$ cat config.mk
export PLATFORM = sky130hd
export DESIGN_NAME = am2910_lite_seq
export DESIGN_NICKNAME = d
export VERILOG_FILES = /design/src/rtl/am2910_lite_pkg.sv /design/src/rtl/am2910_lite_seq_stack.sv /design/src/rtl/am2910_lite_seq.sv
export SDC_FILE = /design/constraint.sdc
export NUM_CORES = 1
export LEC_CHECK = 0
export CELL_PAD_IN_SITES_DETAIL_PLACEMENT = 1
export CELL_PAD_IN_SITES_GLOBAL_PLACEMENT = 1
export CORE_MARGIN = 2
export CORE_UTILIZATION = 40
export DETAILED_ROUTE_END_ITERATION = 12
export GPL_TIMING_DRIVEN = 0
export PLACE_DENSITY_LB_ADDON = 0.1
export RECOVER_POWER = 50
export SKIP_CTS_REPAIR_TIMING = 1
export SYNTH_ARGS = -nofsm -noshare
export SYNTH_HDL_FRONTEND = slang
export SYNTH_HIERARCHICAL = 1
export SYNTH_SLANG_ARGS = --single-unit
$ cat constraint.sdc
create_clock -name cp -period 3 [get_ports cp]
set_input_delay 0.6 -clock cp [delete_from_list [all_inputs] [get_ports cp]]
set_output_delay 0.6 -clock cp [all_outputs]
set_load 0.005 [all_outputs]
$ cat src/rtl/am2910_lite_pkg.sv
// Shared opcodes, default sizes and the condition-pass helper for the
// am2910_lite microprogram sequencer.
package am2910_lite_pkg;

  localparam int AW_DEF    = 8;
  localparam int DEPTH_DEF = 4;

  localparam logic [2:0] OP_JZ   = 3'd0;
  localparam logic [2:0] OP_CJS  = 3'd1;
  localparam logic [2:0] OP_JMAP = 3'd2;
  localparam logic [2:0] OP_CJP  = 3'd3;
  localparam logic [2:0] OP_PUSH = 3'd4;
  localparam logic [2:0] OP_RPCT = 3'd5;
  localparam logic [2:0] OP_CRTN = 3'd6;
  localparam logic [2:0] OP_LOOP = 3'd7;

  // Condition passes when it is disabled or when the active-low code is asserted.
  function automatic logic calc_pass(input logic ccen_lo, input logic cc_lo);
    return ccen_lo | ~cc_lo;
  endfunction

endpackage

$ cat src/rtl/am2910_lite_seq_stack.sv
// LIFO return-address stack. A push into a full stack replaces the top entry
// and a pop from an empty stack does nothing; tos reads 0 while empty.
module seq_stack #(
  parameter int AW    = 8,
  parameter int DEPTH = 4
) (
  input  logic          cp,
  input  logic          reset_lo,
  input  logic          push,
  input  logic          pop,
  input  logic          clr,
  input  logic [AW-1:0] din,
  output logic [AW-1:0] tos,
  output logic          full_lo,
  output logic          empty
);

  localparam int IW  = $clog2(DEPTH);
  localparam int SPW = IW + 1;
  localparam logic [SPW-1:0] SP_FULL = SPW'(DEPTH);
  localparam logic [IW-1:0]  IDX_TOP = IW'(DEPTH - 1);

  logic [AW-1:0]  mem_q [DEPTH];
  logic [SPW-1:0] sp_q, sp_d;
  logic           full_lo_q;
  logic           wr_en;
  logic [IW-1:0]  wr_idx;
  logic [IW-1:0]  rd_idx;

  // Pointer update and write slot selection; clear has priority over push/pop.
  always_comb begin
    sp_d   = sp_q;
    wr_en  = 1'b0;
    wr_idx = sp_q[IW-1:0];
    if (clr) begin
      sp_d = '0;
    end else if (push) begin
      wr_en = 1'b1;
      if (sp_q == SP_FULL) begin
        wr_idx = IDX_TOP;
      end else begin
        sp_d = sp_q + 1'b1;
      end
    end else if (pop && (sp_q != '0)) begin
      sp_d = sp_q - 1'b1;
    end
  end

  // Stack pointer and registered full flag.
  always_ff @(posedge cp) begin
    if (!reset_lo) begin
      sp_q      <= '0;
      full_lo_q <= 1'b1;
    end else begin
      sp_q      <= sp_d;
      full_lo_q <= (sp_d != SP_FULL);
    end
  end

  // Entry storage; contents are not reset, only the pointer is.
  always_ff @(posedge cp) begin
    if (reset_lo && wr_en) begin
      mem_q[wr_idx] <= din;
    end
  end

  assign rd_idx  = IW'(sp_q - 1'b1);
  assign empty   = (sp_q == '0);
  assign tos     = empty ? '0 : mem_q[rd_idx];
  assign full_lo = full_lo_q;

endmodule

$ cat src/rtl/am2910_lite_seq.sv
// Am2910-subset microprogram sequencer: picks the next microaddress from
// uPC, branch data, the mapping PROM or the return stack, and keeps a
// repeat counter for RPCT loops.
module am2910_lite_seq
  import am2910_lite_pkg::*;
#(
  parameter int AW    = AW_DEF,
  parameter int DEPTH = DEPTH_DEF
) (
  input  logic          cp,
  input  logic          reset_lo,
  input  logic [2:0]    seq_op,
  input  logic          cc_lo,
  input  logic          ccen_lo,
  input  logic          ci,
  input  logic [AW-1:0] d_in,
  input  logic [AW-1:0] map_in,
  output logic [AW-1:0] y_addr,
  output logic          full_lo,
  output logic          cnt_zero
);

  logic [AW-1:0] upc_q, upc_d;
  logic [AW-1:0] cnt_q, cnt_d;
  logic [AW-1:0] y_d;
  logic [AW-1:0] tos;
  logic          pass;
  logic          push, pop, clr;
  logic          empty;

  assign pass     = calc_pass(ccen_lo, cc_lo);
  assign cnt_zero = (cnt_q == '0);

  // Opcode decode: next address, stack request and counter next value.
  always_comb begin
    y_d   = upc_q;
    push  = 1'b0;
    pop   = 1'b0;
    clr   = 1'b0;
    cnt_d = cnt_q;
    if (!reset_lo) begin
      y_d = '0;
    end else begin
      case (seq_op)
        OP_JZ: begin
          y_d = '0;
          clr = 1'b1;
        end
        OP_CJS: begin
          if (pass) begin
            y_d  = d_in;
            push = 1'b1;
          end
        end
        OP_JMAP: y_d = map_in;
        OP_CJP: begin
          if (pass) y_d = d_in;
        end
        OP_PUSH: begin
          push = 1'b1;
          if (pass) cnt_d = d_in;
        end
        OP_RPCT: begin
          if (!cnt_zero) begin
            y_d   = d_in;
            cnt_d = cnt_q - 1'b1;
          end
        end
        OP_CRTN: begin
          if (pass) begin
            y_d = tos;
            pop = ~empty;
          end
        end
        OP_LOOP: begin
          if (pass) pop = ~empty;
          else      y_d = tos;
        end
        default: y_d = upc_q;
      endcase
    end
  end

  assign y_addr = y_d;
  assign upc_d  = y_d + AW'(ci);

  // uPC and repeat counter registers.
  always_ff @(posedge cp) begin
    if (!reset_lo) begin
      upc_q <= '0;
      cnt_q <= '0;
    end else begin
      upc_q <= upc_d;
      cnt_q <= cnt_d;
    end
  end

  // The stack always captures the current uPC as the return address.
  seq_stack #(
    .AW    (AW),
    .DEPTH (DEPTH)
  ) u_stack (
    .cp       (cp),
    .reset_lo (reset_lo),
    .push     (push),
    .pop      (pop),
    .clr      (clr),
    .din      (upc_q),
    .tos      (tos),
    .full_lo  (full_lo),
    .empty    (empty)
  );

endmodule

== Yosys cells after proc, flatten, opt, wreduce, memory -nomap -nowiden ==
Memories as Yosys holds them, arrays and structs flattened.
Cells that the tools add are included.
Word-level totals
  bits in registers: 20
  bits in writable memories: 32
  input bits: 24
  output and inout bits: 10
  word-level logic and storage cells: 62
  memories kept: 1
Memories
  u_stack.mem_q: words 4, bits a word 8, rd ports 1, clocked after Yosys merged registers in 0, wr ports 1, RTL line am2910_lite_seq_stack.sv:23  | logic [AW-1:0] mem_q [DEPTH];
Operators by class
  add/subtract/negate cells: 4
  eq/ne operators: 11
  multiplexer cells: 29
  bitwise operators: 3
  reduce and logical (&&, ||, !) cells: 10
Operators with widths (count)
  $mux 8: 8
  $pmux 8 s6: 1
  $pmux 8 s2: 1
  $eq 3x3->1 const B: 5
  $mux 3: 4
  $mux 1: 11
  $add 8x1->8: 1
  $logic_not 8->1: 1
  $sub 8x1->8 const B: 1
  $eq 3x2->1 const B: 2
  $logic_not 3->1: 2
  $mux 2: 3
  $ne 2x2->1 const B: 2
  $reduce_or 2->1: 2
  $add 3x1->3 const B: 1
  $eq 3x1->1 const B: 1
  $ne 3x3->1 const B: 1
  $reduce_and 3->1: 1
  $reduce_bool 3->1: 1
  $sub 3x1->3 const B: 1
  $logic_and 1x1->1: 2
  $not 1->1: 2
  $pmux 1 s2: 1
  $reduce_bool 2->1: 1
  $or 1x1->1: 1

== Longest topological paths before layout ==
Gate-level depths: netlist (run 1).
  depth after elaboration: 10
  depth in mapped cells: 13
  depth with buffers taken out: 12

== Cells and area by module ==
The synthesis (run 1) kept the hierarchy.
By module, submodules not included
  seq_stack: times used 1, cells an instance 100, area an instance 1584.0 sq um, sequential area each 1041.0 sq um
  am2910_lite_seq: times used 1, cells an instance 179, area an instance 1377.6 sq um, sequential area each 320.3 sq um

== Least setup slack after synthesis (run 1) ==
OpenSTA, ideal clock, no wires.
  path kind: reg2reg
  start point: register u_stack.sp_q[0]
  end point: register upc_q[5]
  setup time: 121 ps
  arrival: 2837 ps
  required time: 2879 ps
  slack: 41 ps
  cell stages (with the launch flop): 14
  buffers on the path: 2
  cell sequence: dfxtp_1 > buf_6 > inv_1 > ha_1 > clkbuf_4 > mux4_2 > and2_1 > a222oi_1 > a21oi_1 > ha_1 > o31ai_2 > nor2b_1 > and3_1 > mux2_4
On the way
  longest elaborated chain between the ends: 7
  elaborated cells between the ends (all ways): 9
RTL lines
  start: declaration: RTL line am2910_lite_seq_stack.sv:24  | logic [SPW-1:0] sp_q, sp_d;
  start signal: assignment: RTL line am2910_lite_seq_stack.sv:55  | sp_q <= sp_d;
  $sub 3x1->3
  $mem_v2 4x8
  $mux 8 *: RTL line am2910_lite_seq_stack.sv:69  | assign tos = empty ? '0 : mem_q[rd_idx];
  via tos[0]: RTL line am2910_lite_seq.sv:26  | logic [AW-1:0] tos;
  $mux 8 (on tied branches): RTL line am2910_lite_seq.sv:76, am2910_lite_seq.sv:70
  $pmux 8 s6 *: RTL line am2910_lite_seq.sv:44  | case (seq_op)
  $mux 8 *: RTL line am2910_lite_seq.sv:41  | if (!reset_lo) begin
  via y_addr[0]: RTL line am2910_lite_seq.sv:18  | output logic [AW-1:0] y_addr,
  $add 8x1->8 *: RTL line am2910_lite_seq.sv:85  | assign upc_d = y_d + AW'(ci);
  end signal: assignment: RTL line am2910_lite_seq.sv:93  | upc_q <= upc_d;
  end: declaration: RTL line am2910_lite_seq.sv:23  | logic [AW-1:0] upc_q, upc_d;
Mark *: on every way through the listed nets, which the timed path passes. The rest lies on a longest branch.
A chain may end at the register's enable or synchronous reset.

== Final worst setup path (run 1) ==
  start point: register u_stack.sp_q[0]
  end point: output y_addr[4]
On the way
  longest elaborated chain between the ends: 6
  elaborated cells between the ends (all ways): 8
RTL lines (RTL line)
  $sub 3x1->3
  $mem_v2 4x8
  $mux 8 *: am2910_lite_seq_stack.sv:69
  via tos[4]: am2910_lite_seq.sv:26
  $mux 8 (on tied branches): am2910_lite_seq.sv:76, am2910_lite_seq.sv:70
  $pmux 8 s6 *: am2910_lite_seq.sv:44
  $mux 8 *: am2910_lite_seq.sv:41
  end: declaration: am2910_lite_seq.sv:18
Marked as above.

==> metrics.md, run 1 <==
| Metric | Value |
|---|---|
| Initial core utilization | `0.411` |
| Post-route minimum period | `3.30 ns` |
| Largest buffer count on any clock path | `2` |
| Setup crit end kind | `primary output` |
| DP Wirelength | `5.95 mm` |
| Final setup fails | `12` |
| Post-synthesis cell type count | `61` |
| Share of cells above drive strength 1 | `0.362` |
| Placer Congestion | `0.780` |
| H-tree depth | `2` |
| Final Cycle Share | `1.10` |
| Most common cell after layout, fill and taps aside | `edfxtp_1` |
| WP data arrival | `2.70 ns` |
| Placed cells | `411` |
| Synth area leader | `edfxtp_1` |
| Ports | `34` |
| First-pass GRT wire length | `12.5 mm` |
| Synth Warn # | `6` |
| Type of origin of the critical path | `flop` |
| Clk slew on worst S/H paths | `0.11 ns` |
| Die Wd | `90.0 um` |
| CTS tree | `yes` |
| Ys async rst share | `0` |
| Register area share after synthesis | `0.460` |
| DIE AREA | `8110 sq um` |
| # nets final | `384` |
| Total grt overflow | `0` |
| Syn Area/Cell | `10.6 sq um` |
| Iteration-0 DRC count of the detailed router | `139` |
| Core area | `7210 sq um` |
| RSZ-0062 raised after global routing | `true` |
| Fin cells | `453` |
| Tightest Pin Transition | `0.690 ns` |
| Hold Vio Cnt, Final | `0` |
| PwrDens | `397 nW/um^2` |
| Max Freq | `303 MHz` |
| Final Power | `1.63 mW` |
| CTS Sinks | `52` |
| DR pass1 iterations | `4` |
| Top cells by area, synth | `edfxtp_1 (32%), dfxtp_1 (14%), mux4_2 (6.1%), and2_1 (4.0%), nor2_1 (3.7%)` |
| Initial antenna violation count | `0` |
| Critical path class | `reg2out` |
| Antenna-violating nets left | `0` |
| Synthesized instance count | `279` |
| Vias in the first global route | `2330` |
| Setup ws final | `-0.302 ns` |
| Pleak | `1.54 nW` |
| Tot GR Track Use | `0.197` |
| Clock buffer count from CTS | `5` |
| Min-Delay Path Class | `reg2reg` |
| Failing checks | `negative setup slack` |
| Slew margin rel. | `0.536` |
| Run status | `finished with violations` |
| Post-synth top flop | `edfxtp_1` |
| Synth Cell Area | `2960 sq um` |
| DRC | `0` |
| Post-synth EDFFs | `32` |
| Diode count | `0` |
| Post-synth net total | `310` |
| Routed wire length | `8.87 mm` |
| Register bit count reported by yosys | `52` |
| Post-synth top area share | `0.324` |
| Layout area overhead | `38.7%` |
| Largest net degree at the start of global routing | `19` |
| Worst vdd ir | `0.193 mV` |
| Max-slew violation count | `0` |
| Worst Skew | `0.00660 ns` |
| Via density per instance | `5.44` |
| Die H | `90.0 um` |
| Routed length per placed instance | `19.6 um` |
| Via count | `2463` |
| Worst-Skew Late Latency | `0.32 ns` |
| Worst hold margin | `0.533 ns` |
| # Max-Cap Violations | `0` |
| Clock tree root driver cell | `clkbuf_8` |
| Crit Path Max Fanout | `5` |
| Cell area after layout | `4110 sq um` |
| Cell Area, Placed | `3420 sq um` |
| Worst EP required | `2.40 ns` |
| # fillers | `805` |
| Most frequent cells in the layout | `edfxtp_1 (32), buf_4 (30), nor2_1 (26)` |
| Floorplan row count | `31` |
| Reg2reg setup slack | `-0.12 ns` |
| IO Port Bufs | `33` |
-- metal layers --
layer | share of wire | track usage | wire length (um) | vias up
met2 | 0.53 | 0.351 | 4730 | 45
li1 | - | - | - | 1189
met4 | 0.011 | 0.0500 | 95 | 0
met5 | 0 | 0 | 0 | -
met1 | 0.42 | 0.250 | 3730 | 1221
met3 | 0.035 | 0.0302 | 308 | 8
-- synth_stat cells, types with 3 or more instances --
master,count
edfxtp_1,32
and3_1,5
dfxtp_1,20
clkbuf_1,5
nand3_1,8
a31oi_1,4
xnor2_1,5
ha_1,7
inv_1,12
a222oi_1,4
o21ai_0,10
a221o_1,4
and2_1,19
nand2b_1,6
nor3_1,9
nor2_1,29
a21oi_1,13
mux4_2,8
nor2b_1,4
buf_2,3
nand2_1,21
-- power by group --
group          switching (mW)  internal, mW
clock network           0.265         0.172
registers              0.0240         0.778
logic                   0.189         0.202
-- metrics by stage --
step,utilization,setup slack (ns),setup TNS [ns]
global route,0.569,-0.362,-3.06
CTS,0.487,-0.918,-21.45
finish,0.569,-0.302,-1.63
detailed placement,0.473,-1.05,-32.68
global placement,0.473,-1.02,-32.45
floorplan,-,0.0415,0
-- worst paths after layout --
kind                                                 start                    end  cells past startpoint
worst max-delay path            u_stack/sp_q[0]$_SDFF_PN0_              y_addr[4]                     10
worst min-delay path                 cnt_q[5]$_SDFFE_PN0P_  cnt_q[5]$_SDFFE_PN0P_                      2
worst max register to register  u_stack/sp_q[0]$_SDFF_PN0_    upc_q[5]$_SDFF_PN0_                     14
worst min register to register       cnt_q[5]$_SDFFE_PN0P_  cnt_q[5]$_SDFFE_PN0P_                      2
-- worst max-delay path: stages (launching register included) --
cell	delay (ns)
dfxtp_2	0.37
buf_12	0.11
clkinvlp_4	0.13
ha_4	0.32
buf_8	0.12
mux4_2	0.28
and2_4	0.17
a32o_1	0.24
a221o_1	0.34
and2_4	0.18
clkbuf_2	0.10
-- registers in the layout (all words and copies together) (netlist names) --
| signal | count |
|---|---|
| upc_q | 8 |
| u_stack/sp_q | 3 |
| u_stack/full_lo | 1 |
| cnt_q | 8 |
| u_stack/mem_q | 32 |
-- cells by family after synthesis --
family / share of synthesized area
buffers and inverters: 0.0431
DFF: 0.460
muxes: 0.0777
adders and majority gates: 0.0296
AOI/OAI and AO/OA: 0.153
and+or+nand+nor: 0.219
xor gates and xnor gates: 0.0177
-- final cells by class --
| type | count | area, sq um | share of cell area |
|---|---|---|---|
| Clock inverter | 3 | 27.5 | 0.00670 |
| Multi-Input combinational cell | 201 | 1740 | 0.424 |
| Buffer | 12 | 106 | 0.0259 |
| Timing Repair Buffer | 68 | 624 | 0.152 |
| Tap cell | 99 | 124 | 0.0302 |
| Inverter | 13 | 52.6 | 0.0128 |
| Clock buffer | 5 | 68.8 | 0.0168 |
| Sequential cell | 52 | 1360 | 0.332 |
(Power assumes the default switching activity.)
==> run 2, diff against run 1 <==
--- a/config.mk
+++ b/config.mk
@@ -11,7 +11,7 @@
 export CORE_UTILIZATION = 40
 export DETAILED_ROUTE_END_ITERATION = 12
 export GPL_TIMING_DRIVEN = 0
-export PLACE_DENSITY_LB_ADDON = 0.1
+export PLACE_DENSITY = 0.87
 export RECOVER_POWER = 50
 export SKIP_CTS_REPAIR_TIMING = 1
 export SYNTH_ARGS = -nofsm -noshare
==> metrics.md, run 2 (synthesis results as in run 1) <==
| Metric | Value |
|---|---|
| Post-route minimum period | `3.33 ns (was 3.30 ns)` |
| Flop pwr share | `0.486 (was 0.492)` |
| Worst-Skew Late Latency | `0.32 ns (about the same)` |
| Clock buffer count from CTS | `5 (unchanged)` |
| Reg2reg setup slack | `-0.19 ns (was -0.12 ns)` |
| Start of the worst register-to-register path | `u_stack/sp_q[0]$_SDFF_PN0_ (unchanged)` |
| DR pass1 iterations | `5 (was 4)` |
| R2r endpoint | `upc_q[5]$_SDFF_PN0_ (unchanged)` |
| Initial antenna violation count | `0 (unchanged)` |
| # Max-Cap Violations | `0 (unchanged)` |
| # fillers | `795 (was 805)` |
| Sw frac | `0.309 (was 0.293)` |
| Top delay family on crit path | `compound AO/OA/AOI/OAI gates (unchanged)` |
| Layout area overhead | `37.2% (was 38.7%)` |
| Crit Path Max Fanout | `8 (was 5)` |
| Via density per instance | `5.98 (was 5.44)` |
| Via count | `2679 (was 2463)` |
| Largest net degree at the start of global routing | `20 (was 19)` |
| DP Wirelength | `6.03 mm (was 5.95 mm)` |
| Worst vdd ir | `0.232 mV (was 0.193 mV)` |
| CTS tree | `yes (unchanged)` |
| Core area | `7210 sq um (unchanged)` |
| CTS Sinks | `52 (unchanged)` |
| Worst path buffer plus inverter count | `4 (unchanged)` |
| PwrDens | `407 nW/um^2 (was 397 nW/um^2)` |
| Max-slew violation count | `0 (unchanged)` |
| Routed wire length | `10.1 mm (was 8.87 mm)` |
| Max Freq | `300 MHz (was 303 MHz)` |
| Clk network pwr share | `0.279 (was 0.268)` |
| Total grt overflow | `0 (unchanged)` |
| IO Port Bufs | `33 (unchanged)` |
| WP data arrival | `2.73 ns (was 2.70 ns)` |
| Crit path largest cell delay | `0.37 ns (about the same)` |
| Sw power | `511 uW (was 478 uW)` |
| Pleak | `1.54 nW (about the same)` |
| Pre-CTS WS | `-1.05 ns (about the same)` |
| Iteration-0 DRC count of the detailed router | `204 (was 139)` |
| Routed length per placed instance | `22.5 um (was 19.6 um)` |
| Vias in the first global route | `2542 (was 2330)` |
| Hold Vio Cnt, Final | `0 (unchanged)` |
| Largest regs | `u_stack/mem_q (32), cnt_q (8), upc_q (8) (unchanged)` |
| H-tree depth | `2 (unchanged)` |
| Final Power | `1.65 mW (was 1.63 mW)` |
| Worst Skew | `0.00683 ns (was 0.00660 ns)` |
| Number of cells on the critical path | `10 (unchanged)` |
| Die Wd | `90.0 um (unchanged)` |
| Failing checks | `negative setup slack (unchanged)` |
| Diode count | `0 (unchanged)` |
| Tot GR Track Use | `0.205 (was 0.197)` |
| Most frequent cells in the layout | `edfxtp_1 (32), nor2_1 (27), buf_4 (26) (was edfxtp_1 (32), buf_4 (30), nor2_1 (26))` |
| Floorplan row count | `31 (unchanged)` |
| Crit path from | `u_stack/sp_q[0]$_SDFF_PN0_ (unchanged)` |
| Antenna-violating nets left | `0 (unchanged)` |
| Type of origin of the critical path | `flop (unchanged)` |
| Final Cycle Share | `1.11 (was 1.10)` |
| First-pass GRT wire length | `13.2 mm (was 12.5 mm)` |
| R2R depth | `15 (was 14)` |
| Slew margin rel. | `0.347 (was 0.536)` |
| Die H | `90.0 um (unchanged)` |
| Worst EP required | `2.40 ns (about the same)` |
| Crit path top cell by count | `and2_4 (unchanged)` |
| Largest buffer count on any clock path | `2 (unchanged)` |
| Placer Congestion | `0.908 (was 0.780)` |
| DRC | `0 (unchanged)` |
| Run status | `finished with violations (unchanged)` |
| Largest Register | `u_stack/mem_q (unchanged)` |
| Share of cells above drive strength 1 | `0.350 (was 0.362)` |
| Clk slew on worst S/H paths | `0.11 ns (about the same)` |
| DIE AREA | `8110 sq um (unchanged)` |
| Setup ws final | `-0.331 ns (was -0.302 ns)` |
| Critical path class | `reg2out (unchanged)` |
| RSZ-0062 raised after global routing | `true (unchanged)` |
| Gate power share | `0.236 (was 0.240)` |
| Clock tree root driver cell | `clkbuf_8 (unchanged)` |
| Internal Pwr Total | `1.14 mW (was 1.15 mW)` |
| Tightest Pin Transition | `0.971 ns (was 0.690 ns)` |
| Initial core utilization | `0.411 (unchanged)` |
| Most common cell after layout, fill and taps aside | `edfxtp_1 (unchanged)` |
| Ports | `34 (unchanged)` |
| Setup crit end kind | `primary output (unchanged)` |
| Final setup fails | `13 (was 12)` |
| Sequence of cells on the critical path | `buf_12, clkinvlp_4, ha_4, buf_8, mux4_2, and2_4, a32o_1, a221o_1, and2_4, clkbuf_2 (unchanged)` |
| Slowest cell on crit path | `dfxtp_2 (unchanged)` |
| Min-Delay Path Class | `reg2reg (unchanged)` |
| Worst setup path end | `y_addr[4] (unchanged)` |
| # nets final | `379 (was 384)` |
| Number of flip-flops under the largest register name | `32 (unchanged)` |
| Worst Hold Depth | `0 (was 2)` |
## run 2: metrics by stage
stage	setup TNS (ns)	hold slack [ns]	utilization	cell area (sq um)	instances
after floorplan	0	0.460	-	2960	279
after global placement	-29.84	0.491	0.473	3420	411
after detailed placement	-32.56	0.519	0.473	3420	411
after CTS	-22.77	0.535	0.488	3520	419
after global routing	-4.69	0.550	0.563	4060	448
final	-2.30	0.534	0.563	4060	448
## run 2: worst min-delay path by stage
stage	startpoint	end	slack [ns]
6_report	upc_q[7]$_SDFF_PN0_	u_stack/mem_q[3][7]$_DFFE_PP_	0.53
5_1_grt	upc_q[7]$_SDFF_PN0_	u_stack/mem_q[3][7]$_DFFE_PP_	0.55
4_1_cts	upc_q[4]$_SDFF_PN0_	u_stack/mem_q[2][4]$_DFFE_PP_	0.54
3_5_place_dp	upc_q[7]$_SDFF_PN0_	u_stack/mem_q[0][7]$_DFFE_PP_	0.52
3_3_place_gp	upc_q[7]$_SDFF_PN0_	u_stack/mem_q[3][7]$_DFFE_PP_	0.49
2_1_floorplan	upc_q[7]$_SDFF_PN0_	u_stack/mem_q[0][7]$_DFFE_PP_	0.46
## run 2: cell type report
cell class,count,area (sq um),area share
Buffer,12,109,0.0268
Clock buffer,5,68.8,0.0169
Clock inverter,3,33.8,0.00831
Inverter,13,55.1,0.0135
Multi-Input combinational cell,201,1750,0.430
Sequential cell,52,1370,0.336
Tap cell,99,124,0.0305
Timing Repair Buffer,63,561,0.138
## run 2: worst reg2reg max path: cells and delay by family (launching register included)
kind / cells / cell delay [ns]
and+or+nand+nor: 3 / 0.45
adders and majority gates: 2 / 0.49
AOI/OAI and AO/OA: 3 / 0.54
buffers and inverters: 5 / 0.65
muxes: 2 / 0.58
DFF: 1 / 0.37
## run 2: power groups by stage
stage                     Clock (mW)  Combinational, mW  Sequential (mW)
after global placement             0              0.276            0.814
after floorplan                    0              0.177            0.808
after CTS                      0.453              0.288            0.800
after global routing           0.491              0.414            0.806
after detailed placement           0              0.285            0.816
final                          0.461              0.390            0.803
## run 2: layer usage
metal  global-route usage  wire length, um
met3               0.0327              516
met1                0.280             4170
met4               0.0718              360
met2                0.331             5030
met5                    0                0
